`config.mk`:
```
export PLATFORM = sky130hd
export DESIGN_NAME = mem_arbiter_flat
export DESIGN_NICKNAME = d
export VERILOG_FILES = /design/src/rtl/cpu_pkg.sv /design/src/rtl/mem_arbiter_if.sv /design/src/rtl/store_align.sv /design/src/rtl/mem_arbiter.sv /design/src/flat_wrapper.sv
export SDC_FILE = /design/constraint.sdc
export NUM_CORES = 1
export LEC_CHECK = 0
export BUFFER_PORTS_ARGS = -buffer_cell sky130_fd_sc_hd__buf_2
export CORE_MARGIN = 2
export CORE_UTILIZATION = 37
export CTS_BUF_LIST = sky130_fd_sc_hd__clkbuf_16
export DETAILED_ROUTE_END_ITERATION = 8
export GPL_TIMING_DRIVEN = 0
export PLACE_DENSITY = 0.66
export REMOVE_ABC_BUFFERS = 1
export SETUP_SLACK_MARGIN = 0.3
export SYNTH_ARGS = -nofsm -noshare
export SYNTH_HDL_FRONTEND = slang
export SYNTH_HIERARCHICAL = 1
export SYNTH_SLANG_ARGS = --single-unit
```
`constraint.sdc`:
```
create_clock -name clk -period 14.1 [get_ports clk]
set_input_delay 2.82 -clock clk [delete_from_list [all_inputs] [get_ports clk]]
set_output_delay 2.82 -clock clk [all_outputs]
set_load 0.1 [all_outputs]
```
`src/rtl/cpu_pkg.sv`:
```
// Shared types and constants for the CPU memory arbiter.
// Latency: none (declarations only).
// Backpressure: n/a.
package cpu_pkg;

   // Arbiter states: idle, data access outstanding, instruction access outstanding
   typedef enum logic [1:0] {
      IDLE   = 2'd0,
      D_WAIT = 2'd1,
      I_WAIT = 2'd2
   } mem_arb_state_t;

   // Store func3 encodings
   localparam logic [2:0] FUNCT3_SB = 3'b000;
   localparam logic [2:0] FUNCT3_SH = 3'b001;
   localparam logic [2:0] FUNCT3_SW = 3'b010;

endpackage

```
`src/rtl/mem_arbiter_if.sv`:
```
// CPU-side fetch/load/store handshake plus the shared memory bus.
// Latency: none (wiring only).
// Backpressure: CPU is held by stallreq_*; memory completes with mem_ack_i.
interface mem_arbiter_if #(
   parameter int AddrWidth = 32,
   parameter int DataWidth = 32
);
   logic                   inst_read_i;
   logic [AddrWidth-1:0]   inst_addr_i;
   logic [DataWidth-1:0]   inst_o;
   logic                   data_read_i;
   logic                   data_write_i;
   logic [2:0]             data_write_type_i;
   logic [AddrWidth-1:0]   data_addr_i;
   logic [DataWidth-1:0]   data_wdata_i;
   logic [DataWidth-1:0]   data_rdata_o;
   logic                   stallreq_from_imem_o;
   logic                   stallreq_from_dmem_o;
   logic                   mem_req_o;
   logic                   mem_we_o;
   logic [AddrWidth-1:0]   mem_addr_o;
   logic [DataWidth-1:0]   mem_wdata_o;
   logic [3:0]             mem_wstrb_o;
   logic                   mem_ack_i;
   logic [DataWidth-1:0]   mem_rdata_i;

   // Arbiter side
   modport master (
      input  inst_read_i, inst_addr_i, data_read_i, data_write_i, data_write_type_i,
             data_addr_i, data_wdata_i, mem_ack_i, mem_rdata_i,
      output inst_o, data_rdata_o, stallreq_from_imem_o, stallreq_from_dmem_o,
             mem_req_o, mem_we_o, mem_addr_o, mem_wdata_o, mem_wstrb_o
   );

   // Environment side (CPU core and memory)
   modport slave (
      output inst_read_i, inst_addr_i, data_read_i, data_write_i, data_write_type_i,
             data_addr_i, data_wdata_i, mem_ack_i, mem_rdata_i,
      input  inst_o, data_rdata_o, stallreq_from_imem_o, stallreq_from_dmem_o,
             mem_req_o, mem_we_o, mem_addr_o, mem_wdata_o, mem_wstrb_o
   );
endinterface

```
`src/rtl/store_align.sv`:
```
// Byte-strobe generation and lane replication for SB/SH/SW stores.
// Latency: combinational.
// Backpressure: none.
module store_align
   import cpu_pkg::*;
#(
   parameter int DataWidth = 32
) (
   input  logic                 is_write,
   input  logic [2:0]           write_type,
   input  logic [1:0]           addr_lo,
   input  logic [DataWidth-1:0] wdata,
   output logic [3:0]           wstrb,
   output logic [DataWidth-1:0] wdata_lane
);

   // Place the right-aligned store data on every lane; strobes pick the live lane(s)
   always_comb begin
      wstrb      = 4'b0000;
      wdata_lane = wdata;
      if (is_write) begin
         case (write_type)
            FUNCT3_SB: begin
               wstrb      = 4'b0001 << addr_lo;
               wdata_lane = {(DataWidth/8){wdata[7:0]}};
            end
            FUNCT3_SH: begin
               // addr_lo[0] is ignored: halfwords always land on an even lane pair
               wstrb      = 4'b0011 << {addr_lo[1], 1'b0};
               wdata_lane = {(DataWidth/16){wdata[15:0]}};
            end
            FUNCT3_SW: wstrb = 4'b1111;
            default:   wstrb = 4'b0000;
         endcase
      end
   end

endmodule

```
`src/rtl/mem_arbiter.sv`:
```
// Arbitrates CPU data and instruction accesses onto one memory port, data first.
// Latency: one cycle from request to mem_req_o, then memory latency; commit cycle after last ack.
// Backpressure: stalls the CPU until every pending access has been acked; memory paces via mem_ack_i.
module mem_arbiter
   import cpu_pkg::*;
#(
   parameter int AddrWidth = 32,
   parameter int DataWidth = 32
) (
   input  logic          clk,
   input  logic          rst,
   mem_arbiter_if.master bus
);

   localparam logic [AddrWidth-1:0] WordMask = ~AddrWidth'(3);

   mem_arb_state_t         state, state_nxt;
   logic                   d_done, i_done;
   logic                   d_need, i_need, commit;
   logic                   load_d, load_i, set_d, set_i, cap_d, cap_i;
   logic                   req_we;
   logic [AddrWidth-1:0]   req_addr;
   logic [DataWidth-1:0]   req_wdata;
   logic [3:0]             req_wstrb;
   logic [DataWidth-1:0]   inst_q, rdata_q;
   logic [3:0]             align_strb;
   logic [DataWidth-1:0]   align_wdata;

   assign d_need = (bus.data_read_i | bus.data_write_i) & ~d_done;
   assign i_need = bus.inst_read_i & ~i_done;
   // Nothing left to stall for and something was served: the CPU consumes results now
   assign commit = ~d_need & ~i_need & (d_done | i_done);

   assign bus.stallreq_from_dmem_o = d_need;
   assign bus.stallreq_from_imem_o = i_need;
   assign bus.mem_req_o            = (state != IDLE);
   assign bus.mem_we_o             = req_we;
   assign bus.mem_addr_o           = req_addr;
   assign bus.mem_wdata_o          = req_wdata;
   assign bus.mem_wstrb_o          = req_wstrb;
   assign bus.inst_o               = inst_q;
   assign bus.data_rdata_o         = rdata_q;

   store_align #(.DataWidth(DataWidth)) u_store_align (
      .is_write   (bus.data_write_i),
      .write_type (bus.data_write_type_i),
      .addr_lo    (bus.data_addr_i[1:0]),
      .wdata      (bus.data_wdata_i),
      .wstrb      (align_strb),
      .wdata_lane (align_wdata)
   );

   // State register
   always_ff @(posedge clk or posedge rst) begin
      if (rst) state <= IDLE;
      else     state <= state_nxt;
   end

   // Next state and per-cycle strobes; a finished access chains straight into the other one
   always_comb begin
      state_nxt = state;
      load_d    = 1'b0;
      load_i    = 1'b0;
      set_d     = 1'b0;
      set_i     = 1'b0;
      cap_d     = 1'b0;
      cap_i     = 1'b0;
      case (state)
         IDLE: begin
            if (d_need) begin
               state_nxt = D_WAIT;
               load_d    = 1'b1;
            end else if (i_need) begin
               state_nxt = I_WAIT;
               load_i    = 1'b1;
            end
         end
         D_WAIT: begin
            if (bus.mem_ack_i) begin
               set_d = 1'b1;
               cap_d = bus.data_read_i;
               if (i_need) begin
                  state_nxt = I_WAIT;
                  load_i    = 1'b1;
               end else begin
                  state_nxt = IDLE;
               end
            end
         end
         I_WAIT: begin
            if (bus.mem_ack_i) begin
               set_i = 1'b1;
               cap_i = 1'b1;
               if (d_need) begin
                  state_nxt = D_WAIT;
                  load_d    = 1'b1;
               end else begin
                  state_nxt = IDLE;
               end
            end
         end
         default: state_nxt = IDLE;
      endcase
   end

   // Request fields are loaded only on entry to a WAIT state, so they hold until the ack
   always_ff @(posedge clk or posedge rst) begin
      if (rst) begin
         req_we    <= 1'b0;
         req_addr  <= '0;
         req_wdata <= '0;
         req_wstrb <= 4'b0000;
      end else if (load_d) begin
         req_we    <= bus.data_write_i;
         req_addr  <= bus.data_addr_i & WordMask;
         req_wdata <= align_wdata;
         req_wstrb <= align_strb;
      end else if (load_i) begin
         req_we    <= 1'b0;
         req_addr  <= bus.inst_addr_i & WordMask;
         req_wdata <= '0;
         req_wstrb <= 4'b0000;
      end
   end

   // Completion flags: set by ack, cleared together on the commit cycle
   always_ff @(posedge clk or posedge rst) begin
      if (rst) begin
         d_done <= 1'b0;
         i_done <= 1'b0;
      end else if (commit) begin
         d_done <= 1'b0;
         i_done <= 1'b0;
      end else begin
         if (set_d) d_done <= 1'b1;
         if (set_i) i_done <= 1'b1;
      end
   end

   // Returned words are held until the next capture of the same kind
   always_ff @(posedge clk or posedge rst) begin
      if (rst) begin
         inst_q  <= '0;
         rdata_q <= '0;
      end else begin
         if (cap_i) inst_q  <= bus.mem_rdata_i;
         if (cap_d) rdata_q <= bus.mem_rdata_i;
      end
   end

endmodule
```
`src/flat_wrapper.sv`:
```
// flat-port wrapper written by rule: the top's interface ports become plain ports
module mem_arbiter_flat import cpu_pkg::*;
#(
   parameter int AddrWidth = 32,
   parameter int DataWidth = 32
)
  (clk, rst, bus_inst_read_i, bus_inst_addr_i, bus_data_read_i, bus_data_write_i, bus_data_write_type_i, bus_data_addr_i, bus_data_wdata_i, bus_mem_ack_i, bus_mem_rdata_i, bus_inst_o, bus_data_rdata_o, bus_stallreq_from_imem_o, bus_stallreq_from_dmem_o, bus_mem_req_o, bus_mem_we_o, bus_mem_addr_o, bus_mem_wdata_o, bus_mem_wstrb_o);
  mem_arbiter_if #(.AddrWidth(AddrWidth), .DataWidth(DataWidth)) bus_i ();
  input  logic clk;
  input  logic rst;
  input wire logic [$bits(bus_i.inst_read_i)-1:0] bus_inst_read_i;
  input wire logic [$bits(bus_i.inst_addr_i)-1:0] bus_inst_addr_i;
  input wire logic [$bits(bus_i.data_read_i)-1:0] bus_data_read_i;
  input wire logic [$bits(bus_i.data_write_i)-1:0] bus_data_write_i;
  input wire logic [$bits(bus_i.data_write_type_i)-1:0] bus_data_write_type_i;
  input wire logic [$bits(bus_i.data_addr_i)-1:0] bus_data_addr_i;
  input wire logic [$bits(bus_i.data_wdata_i)-1:0] bus_data_wdata_i;
  input wire logic [$bits(bus_i.mem_ack_i)-1:0] bus_mem_ack_i;
  input wire logic [$bits(bus_i.mem_rdata_i)-1:0] bus_mem_rdata_i;
  output wire logic [$bits(bus_i.inst_o)-1:0] bus_inst_o;
  output wire logic [$bits(bus_i.data_rdata_o)-1:0] bus_data_rdata_o;
  output wire logic [$bits(bus_i.stallreq_from_imem_o)-1:0] bus_stallreq_from_imem_o;
  output wire logic [$bits(bus_i.stallreq_from_dmem_o)-1:0] bus_stallreq_from_dmem_o;
  output wire logic [$bits(bus_i.mem_req_o)-1:0] bus_mem_req_o;
  output wire logic [$bits(bus_i.mem_we_o)-1:0] bus_mem_we_o;
  output wire logic [$bits(bus_i.mem_addr_o)-1:0] bus_mem_addr_o;
  output wire logic [$bits(bus_i.mem_wdata_o)-1:0] bus_mem_wdata_o;
  output wire logic [$bits(bus_i.mem_wstrb_o)-1:0] bus_mem_wstrb_o;
  assign bus_i.inst_read_i = bus_inst_read_i;
  assign bus_i.inst_addr_i = bus_inst_addr_i;
  assign bus_i.data_read_i = bus_data_read_i;
  assign bus_i.data_write_i = bus_data_write_i;
  assign bus_i.data_write_type_i = bus_data_write_type_i;
  assign bus_i.data_addr_i = bus_data_addr_i;
  assign bus_i.data_wdata_i = bus_data_wdata_i;
  assign bus_i.mem_ack_i = bus_mem_ack_i;
  assign bus_i.mem_rdata_i = bus_mem_rdata_i;
  assign bus_inst_o = bus_i.inst_o;
  assign bus_data_rdata_o = bus_i.data_rdata_o;
  assign bus_stallreq_from_imem_o = bus_i.stallreq_from_imem_o;
  assign bus_stallreq_from_dmem_o = bus_i.stallreq_from_dmem_o;
  assign bus_mem_req_o = bus_i.mem_req_o;
  assign bus_mem_we_o = bus_i.mem_we_o;
  assign bus_mem_addr_o = bus_i.mem_addr_o;
  assign bus_mem_wdata_o = bus_i.mem_wdata_o;
  assign bus_mem_wstrb_o = bus_i.mem_wstrb_o;
  mem_arbiter #(.AddrWidth(AddrWidth), .DataWidth(DataWidth)) u_core (.clk(clk), .rst(rst), .bus(bus_i));
endmodule
```
==> After elaboration in Yosys (flattened, before gate mapping) <==
Cells that the tools add are included.
{ "totals": {"register_bits": 137, "latch_bits": 0, "mem_bits_rw": 0, "romBits": 0, "in_bits": 137, "out_inout_bits": 136, "word_cells": 70, "mem_count": 0} }
{ "op_classes": {"n_addsub": 0, "multipliers": 0, "div": 0, "n_lt_le_gt_ge": 0, "n_eq_ne": 7, "shift": 2, "mux": 35, "n_bitwise": 10, "n_reduce_logical": 7} }
{ "op_table": {"columns": ["cell", "n"], "rows": [
  ["$mux W32", 5],
  ["$pmux W32 S2", 1],
  ["$mux W1", 17],
  ["$mux W4", 3],
  ["$pmux W4 S3", 1],
  ["$mux W2", 5],
  ["$reduce_bool A2 Y1", 4],
  ["$pmux W2 S3", 1],
  ["$and A1 B1 Y1", 4],
  ["$ne A2 B2 Y1 const B", 2],
  ["$not A1 Y1", 4],
  ["$pmux W1 S2", 2],
  ["$shl A1 B2 Y4 const A", 1],
  ["$shl A2 B2 Y4 const A", 1],
  ["$eq A3 B1 Y1 const B", 1],
  ["$eq A3 B2 Y1 const B", 1],
  ["$logic_not A3 Y1", 1],
  ["$ne A3 B1 Y1 const B", 1],
  ["$reduce_and A3 Y1", 1],
  ["$eq A2 B1 Y1 const B", 1],
  ["$eq A2 B2 Y1 const B", 1],
  ["$logic_not A2 Y1", 1],
  ["$or A1 B1 Y1", 2]
]} }

==> Longest topological paths before layout <==
Gate-level depths: netlist of the first run.
{ "depth": {"depth_word": 7, "depth_mapped": 6, "ltp_nobuf": 4} }

==> Hierarchy <==
The synthesis of the first run kept the hierarchy.
{ "modules_own_cells": {"columns": ["module", "n_inst", "cells_each", "area_per_inst_um2", "seq_area_each_um2"], "rows": [
  ["mem_arbiter", 1, 347, 5300.1, 3378.2],
  ["store_align", 1, 67, 556.8, 0.0]
]} }

==> Worst setup path after synthesis of the first run <==
Ideal clock, no wire load.
{ "synth_path": {"kind": "input to output", "start": "input bus_data_write_i", "end": "output bus_stallreq_from_dmem_o", "arrival_ns": 4.138, "t_required_ns": 11.280, "setup_slack_ns": 7.142, "path_stages": 2, "n_path_buf": 0, "path_cell_list": "nor2_1 -> nor2_1"} }
{ "synth_via": {"elab_chain_len": 2} }
{ "synth_rtl": {"columns": ["item", "line_no", "rtl"], "rows": [
  ["from (decl)", "flat_wrapper.sv:14", "input wire logic [$bits(bus_i.data_write_i)-1:0] bus_data_write_i;"],
  ["$or A1 B1 Y1", "mem_arbiter.sv:29", "assign d_need = (bus.data_read_i | bus.data_write_i) & ~d_done;"],
  ["$and A1 B1 Y1", "mem_arbiter.sv:29", null],
  ["to (decl)", "flat_wrapper.sv:23", "output wire logic [$bits(bus_i.stallreq_from_dmem_o)-1:0] bus_stallreq_from_dmem_o;"]
]} }
Every way passes these cells.

==> Worst setup path in the final report of the first run <==
Same ends and word-level chain as after synthesis.

==> results.yml, run 1 <==
run_status:
  status: "complete, no violations"
finish:
  final.fill_count: 1364
  multi_input_area_mm2: 0.00221
  register_area_mm2: 0.00338
  final_core_util_pct: 51.8
  fin_area_mm2: 0.00793
  area_delta_synth_final_pct: 35.3
  finalNetCount: 809
  drive_gt1_share_pct: 55.2
die:
  ios: 273
  die_x_um: 130
  core_area_mm2: 0.0153
  rows: 45
  die_area_mm2: 0.0169
  start_util_pct: 38.2
  die_height_um: 130
route:
  first_pass_iters: 4
  viasPerCell: 4.92
  drt_iter0_markers: 228
  vias: 4409
  drc: 0
  routedWlPerCell_um: 16.8
  wl_um: 15100
  ant_nets: 0
clocking:
  cts_setup_buffers: 0
  clk_latency_ns: 0.41
  cts_resized: 0
  tritoncts: "built"
  clk_pin_slew_worst_paths_ns: 0.06
  numCtsBuffers: 17
  cts_root_buffer: "clkbuf_16"
  cts.sinks: 135
  cts_buffer_depth: 2
  htreeDepth: 4
  hold_buffers: 0
synth:
  synth-seq-cells: 135
  synth.area.top_cells: "dfrtp_1 58%, mux2_2 12%, o221a_1 5.8%"
  syn_area_mm2: 0.00586
  synth_cells: 414
  synthDistinctLibCells: 36
  yosys_warnings: 6
  yosysSeqAreaShare_pct: 57.7
  synth_area_leader_cell: "dfrtp_1"
  async_flop_share_pct: 100
  ys.flop_type: "dfrtp_1"
  netlist.area_leader.share_pct: 57.7
  synth-edff-count: 0
  syn_avg_cell_area_um2: 14.1
sta:
  tightest_slew_ns: 1.20
  slew_violations: 0
  rsz0062_at_grt: "no"
  fin_crit_sh_pct: 46.2
  max_freq_mhz: 153
  slew_headroom_pct: 18.4
  hold_viol_final: 0
  fin_crit_ns: 6.52
  fin_skew_ns: 0.00594
  tns_ns: 0
  finalSetupViolCount: 0
  holdWs_ns: 0.487
placed_design:
  dpl-instance-area_mm2: 0.00735
  numPortBuffers: 268
  gp_congestion: 0.755
  hpwlAfterDp_um: 11100
critical_path:
  reg2regPathDepth: 4
  slowest_stage: "nor2_1"
  cp-start-kind: "input port"
  end_kind: "output port"
  crit_type: "input port to output port"
  crit_required_ns: 11.28
  crit_fanout: 5
  critPathArrivalTime_ns: 3.70
  path_cells: "buf_2, nor2_1, nor2_1, buf_2"
  max_stage_delay_ns: 0.34
global_routing:
  grt_max_degree: 80
  grt.total_usage_pct: 17.9
  overflow: 0
  antenna_found_initial: 1
  grt_pass1_wl_um: 23100
  grt_pass1_vias: 4344
flow_run:
  drv_cap: 0
min_path:
  min_path_cells: 1
  hold_class: "register to register"
-- Yosys cell counts, types with 3 or more instances --
| cell type | count |
|---|---|
| nand2_1 | 3 |
| dfrtp_1 | 135 |
| mux2i_1 | 8 |
| buf_4 | 10 |
| nor2_1 | 13 |
| inv_1 | 4 |
| mux2_2 | 60 |
| a22o_1 | 37 |
| mux2_4 | 5 |
| a21oi_1 | 13 |
| clkbuf_1 | 5 |
| buf_2 | 10 |
| buf_6 | 9 |
| o221a_1 | 30 |
| nand2b_1 | 33 |
| mux2_1 | 17 |
-- stage by stage --
step	std cells	worst slack [ns]
final	897	7.58
after global routing	897	7.52
after CTS	896	7.56
after detailed placement	864	7.57
after global placement	857	5.99
after floorplan	378	7.14
-- final timing paths --
kind                                                  start                          end  slack [ns]
max in group asynchronous                               rst    u_core/bus.mem_addr_o[14]       10.88
min in group asynchronous                               rst        u_core/bus.inst_o[21]        2.45
worst max register to register              u_core/state[0]    u_core/bus.mem_addr_o[14]       11.67
worst min-delay path            u_core/bus.data_rdata_o[13]  u_core/bus.data_rdata_o[13]        0.49
worst min register to register  u_core/bus.data_rdata_o[13]  u_core/bus.data_rdata_o[13]        0.49
worst max-delay path                       bus_data_write_i     bus_stallreq_from_dmem_o        7.58
-- critical path: cells and delay by family --
| kind | cells | cell delay [ns] |
|---|---|---|
| buf+inv | 2 | 0.46 |
| simple gates | 2 | 0.42 |
-- cells by family (layout without fill, tap and decap cells) --
kind of cell | count (synthesis) | in the layout | share of synthesized area (%)
DFF | 135 | 135 | 57.7
muxes | 91 | 91 | 17.8
AOI/OAI and AO/OA | 87 | 87 | 13.2
and+or+nand+nor | 59 | 59 | 6.39
buffers and inverters | 41 | 311 | 4.83
other | 1 | 3 | 0.0640
-- sequential cells by signal (all words and copies together) (netlist names) --
signal and flops:
u_core/bus.data_rdata_o 32, u_core/bus.inst_o 32, u_core/bus.mem_wdata_o 32, u_core/bus.mem_addr_o 30
u_core/bus.mem_wstrb_o 4, u_core/state 2, u_core/bus.mem_we_o 1, u_core/d_done 1
u_core/i_done 1
-- layout make-up --
| cell class | instances | area share [%] |
|---|---|---|
| antenna | 1 | 0.0316 |
| clock buffer | 17 | 5.37 |
| clock inverter | 15 | 1.91 |
| inverter | 4 | 0.253 |
| multi-input combinational | 239 | 27.9 |
| sequential | 135 | 42.6 |
| tap | 211 | 3.33 |
| timing repair buffer | 275 | 18.6 |
-- metal layers --
metal | vias up | share of wire, % | track usage, % | wire, um
li1 | 2036 | - | - | -
met1 | 2186 | 42 | 22.2 | 6410
met4 | 0 | 2.2 | 7.15 | 330
met2 | 165 | 49 | 29.4 | 7430
met5 | - | 0 | 0 | 0
met3 | 22 | 6.2 | 5.13 | 932
-- cells in the final DEF (no fill, tap or decap), types with 2 or more instances in the layout --
master        n
a21oi_1      13
a22o_1       37
buf_16        3
buf_2       268
buf_6         2
buf_8         2
bufinv_16     2
clkbuf_16    17
clkinv_1      2
clkinv_2      2
clkinvlp_4    2
conb_1        2
dfrtp_1     135
inv_1         4
inv_6         5
mux2_1       17
mux2_2       60
mux2_4        5
mux2i_1       8
nand2_1       3
nand2b_1     33
nor2_1       13
o21ai_0       2
o221a_1      30
Power of run 1 is not shown: default switching activity piles up to over one toggle a cycle in this logic, so the estimate is an artifact.
==> run 2: changes to the inputs <==
- ABC_AREA: unset -> 1
- PLACE_DENSITY: 0.66 -> unset
- clock period: 14.1 -> 6.6 ns (I/O delays scaled with it)
==> run 2 against run 1 <==
Effect of this change:
- die area rose by 9.0%
- critical path type unchanged
- synthesized cell count increased by 95%
- cell count rose by 41%
==> results.yml, run 2 <==
finish:
  drive_gt1_share_pct: 30.2
  fin_area_mm2: 0.00843
  final.fill_count: 1715
  multi_input_area_mm2: 0.00252
  final_common_cell: "nand2_1"
  area_delta_synth_final_pct: 31.7
  finalNetCount: 1166
  mostFrequentLayoutCells: "334 x nand2_1, 268 x buf_2, 135 x dfrtp_1, 97 x nand4_1, 51 x o21ai_0"
  stdcell_count: 1267
  register_area_mm2: 0.00338
global_routing:
  grt_pass1_wl_um: 29600
  grt_max_degree: 86
  grt_pass1_vias: 5678
  overflow: 0
  grt.total_usage_pct: 20.5
  antenna_found_initial: 1
die:
  die_x_um: 136
  core_area_mm2: 0.0171
  die_area_mm2: 0.0184
  rows: 48
  start_util_pct: 37.4
  ios: 273
  die_height_um: 136
placed_design:
  hpwlAfterDp_um: 12500
  numPortBuffers: 268
  gp_congestion: 0.816
  dpl-instance-area_mm2: 0.00780
  dp_cells: 1235
sta:
  tightest_slew_ns: 1.20
  slew_headroom_pct: 20.0
  slew_violations: 0
  fin_crit_ns: 4.44
  finalSetupViolCount: 0
  tns_ns: 0
  fin_crit_sh_pct: 67.2
  fin_skew_ns: 0.00873
  rsz0062_at_grt: "no"
  max_freq_mhz: 225
  hold_viol_final: 0
route:
  ant_nets: 0
  drc: 0
  drt_iter0_markers: 423
  vias: 6176
  first_pass_iters: 4
  viasPerCell: 4.87
  wl_um: 18800
  routedWlPerCell_um: 14.8
critical_path:
  crit_required_ns: 5.28
  crit_type: "input port to output port"
  end_kind: "output port"
  reg2regPathDepth: 5
  cp-start-kind: "input port"
  crit_fanout: 33
  critPathArrivalTime_ns: 3.12
synth:
  yosys_warnings: 6
  yosys-top-cells-count: "335 x nand2_1, 135 x dfrtp_1, 97 x nand4_1"
  yosysSeqAreaShare_pct: 52.8
  syn_area_mm2: 0.00640
  synth_cells: 808
  netlist.area_leader.share_pct: 52.8
  synth.area.top_cells: "dfrtp_1 53%, nand2_1 20%, nand4_1 9.5%"
  synthDistinctLibCells: 20
  synth_most_common_cell: "nand2_1"
  synth-edff-count: 0
  async_flop_share_pct: 100
  synth-seq-cells: 135
  ys.flop_type: "dfrtp_1"
  synth_area_leader_cell: "dfrtp_1"
  syn_avg_cell_area_um2: 7.92
clocking:
  cts_buffer_depth: 2
  htreeDepth: 4
  cts_resized: 0
  numCtsBuffers: 17
  clk_latency_ns: 0.42
  hold_buffers: 0
  cts.sinks: 135
  cts_root_buffer: "clkbuf_16"
  cts_setup_buffers: 0
  tritoncts: "built"
  clk_pin_slew_worst_paths_ns: 0.06
min_path:
  hold_class: "register to register"
  min_path_cells: 2
run_status:
  status: "complete, no violations"
flow_run:
  drv_cap: 0
-- run 2: cell types whose count changed after synthesis, moves of 16 or more --
| cell | before | now |
|---|---|---|
| a22o_1 | 37 | 0 |
| o21ai_1 | 1 | 17 |
| nand4_1 | 0 | 97 |
| mux2_1 | 17 | 0 |
| nand2_1 | 3 | 335 |
| clkbuf_1 | 5 | 27 |
| inv_1 | 4 | 46 |
| buf_2 | 10 | 26 |
| nand2b_1 | 33 | 0 |
| o221a_1 | 30 | 0 |
| mux2_2 | 60 | 0 |
| o21ai_0 | 2 | 51 |
| nand3_1 | 0 | 32 |
-- run 2: per-layer routing --
layer / vias up / track usage, % / wire length, um
met5: - / 0 / 0
met4: 0 / 9.43 / 573
met3: 38 / 4.15 / 1010
met2: 195 / 32.8 / 9080
met1: 2868 / 27.0 / 8100
li1: 3075 / - / -
-- run 2: cell type report --
cell class	instances	share of cell area (%)
Sequential cell	135	40.1
Antenna cell	1	0.0297
Timing Repair Buffer	272	17.0
Tap cell	225	3.34
Multi-Input combinational cell	554	29.9
Inverter	49	2.24
Clock inverter	14	2.33
Clock buffer	17	5.05
-- run 2: final timing paths --
check                           slack (ns)                          to                       start
worst max-delay path                  2.16    bus_stallreq_from_dmem_o            bus_data_write_i
worst min-delay path                  0.48  u_core/bus.data_rdata_o[5]  u_core/bus.data_rdata_o[5]
worst max register to register        3.16   u_core/bus.mem_addr_o[10]             u_core/state[1]
worst min register to register        0.48  u_core/bus.data_rdata_o[5]  u_core/bus.data_rdata_o[5]
max in group asynchronous             4.86       u_core/bus.inst_o[28]                         rst
min in group asynchronous             0.94    u_core/bus.mem_addr_o[7]                         rst
-- run 2: critical path, cell delays in order --
cell and delay [ns]:
buf_2 0.41, nor2_1 0.16, nor2_4 0.64, buf_2 0.56
-- run 2: metrics by stage --
stage,utilization [%],hold slack [ns],setup WS [ns]
final,49.3,0.477,2.16
after global routing,49.3,0.499,2.08
after CTS,49.2,0.482,1.72
after detailed placement,45.6,0.467,1.38
after global placement,44.8,0.462,-0.566
after floorplan,-,0.504,0.993
-- run 2: logic make-up after synthesis --
kind of cell	count (synthesis)	share of synthesized area, %
simple gates	483	33.3
flops	135	52.8
buf+inv	120	8.42
compound gates	69	5.43
other cells	1	0.0586
Power of run 2 is left out for the same reason.
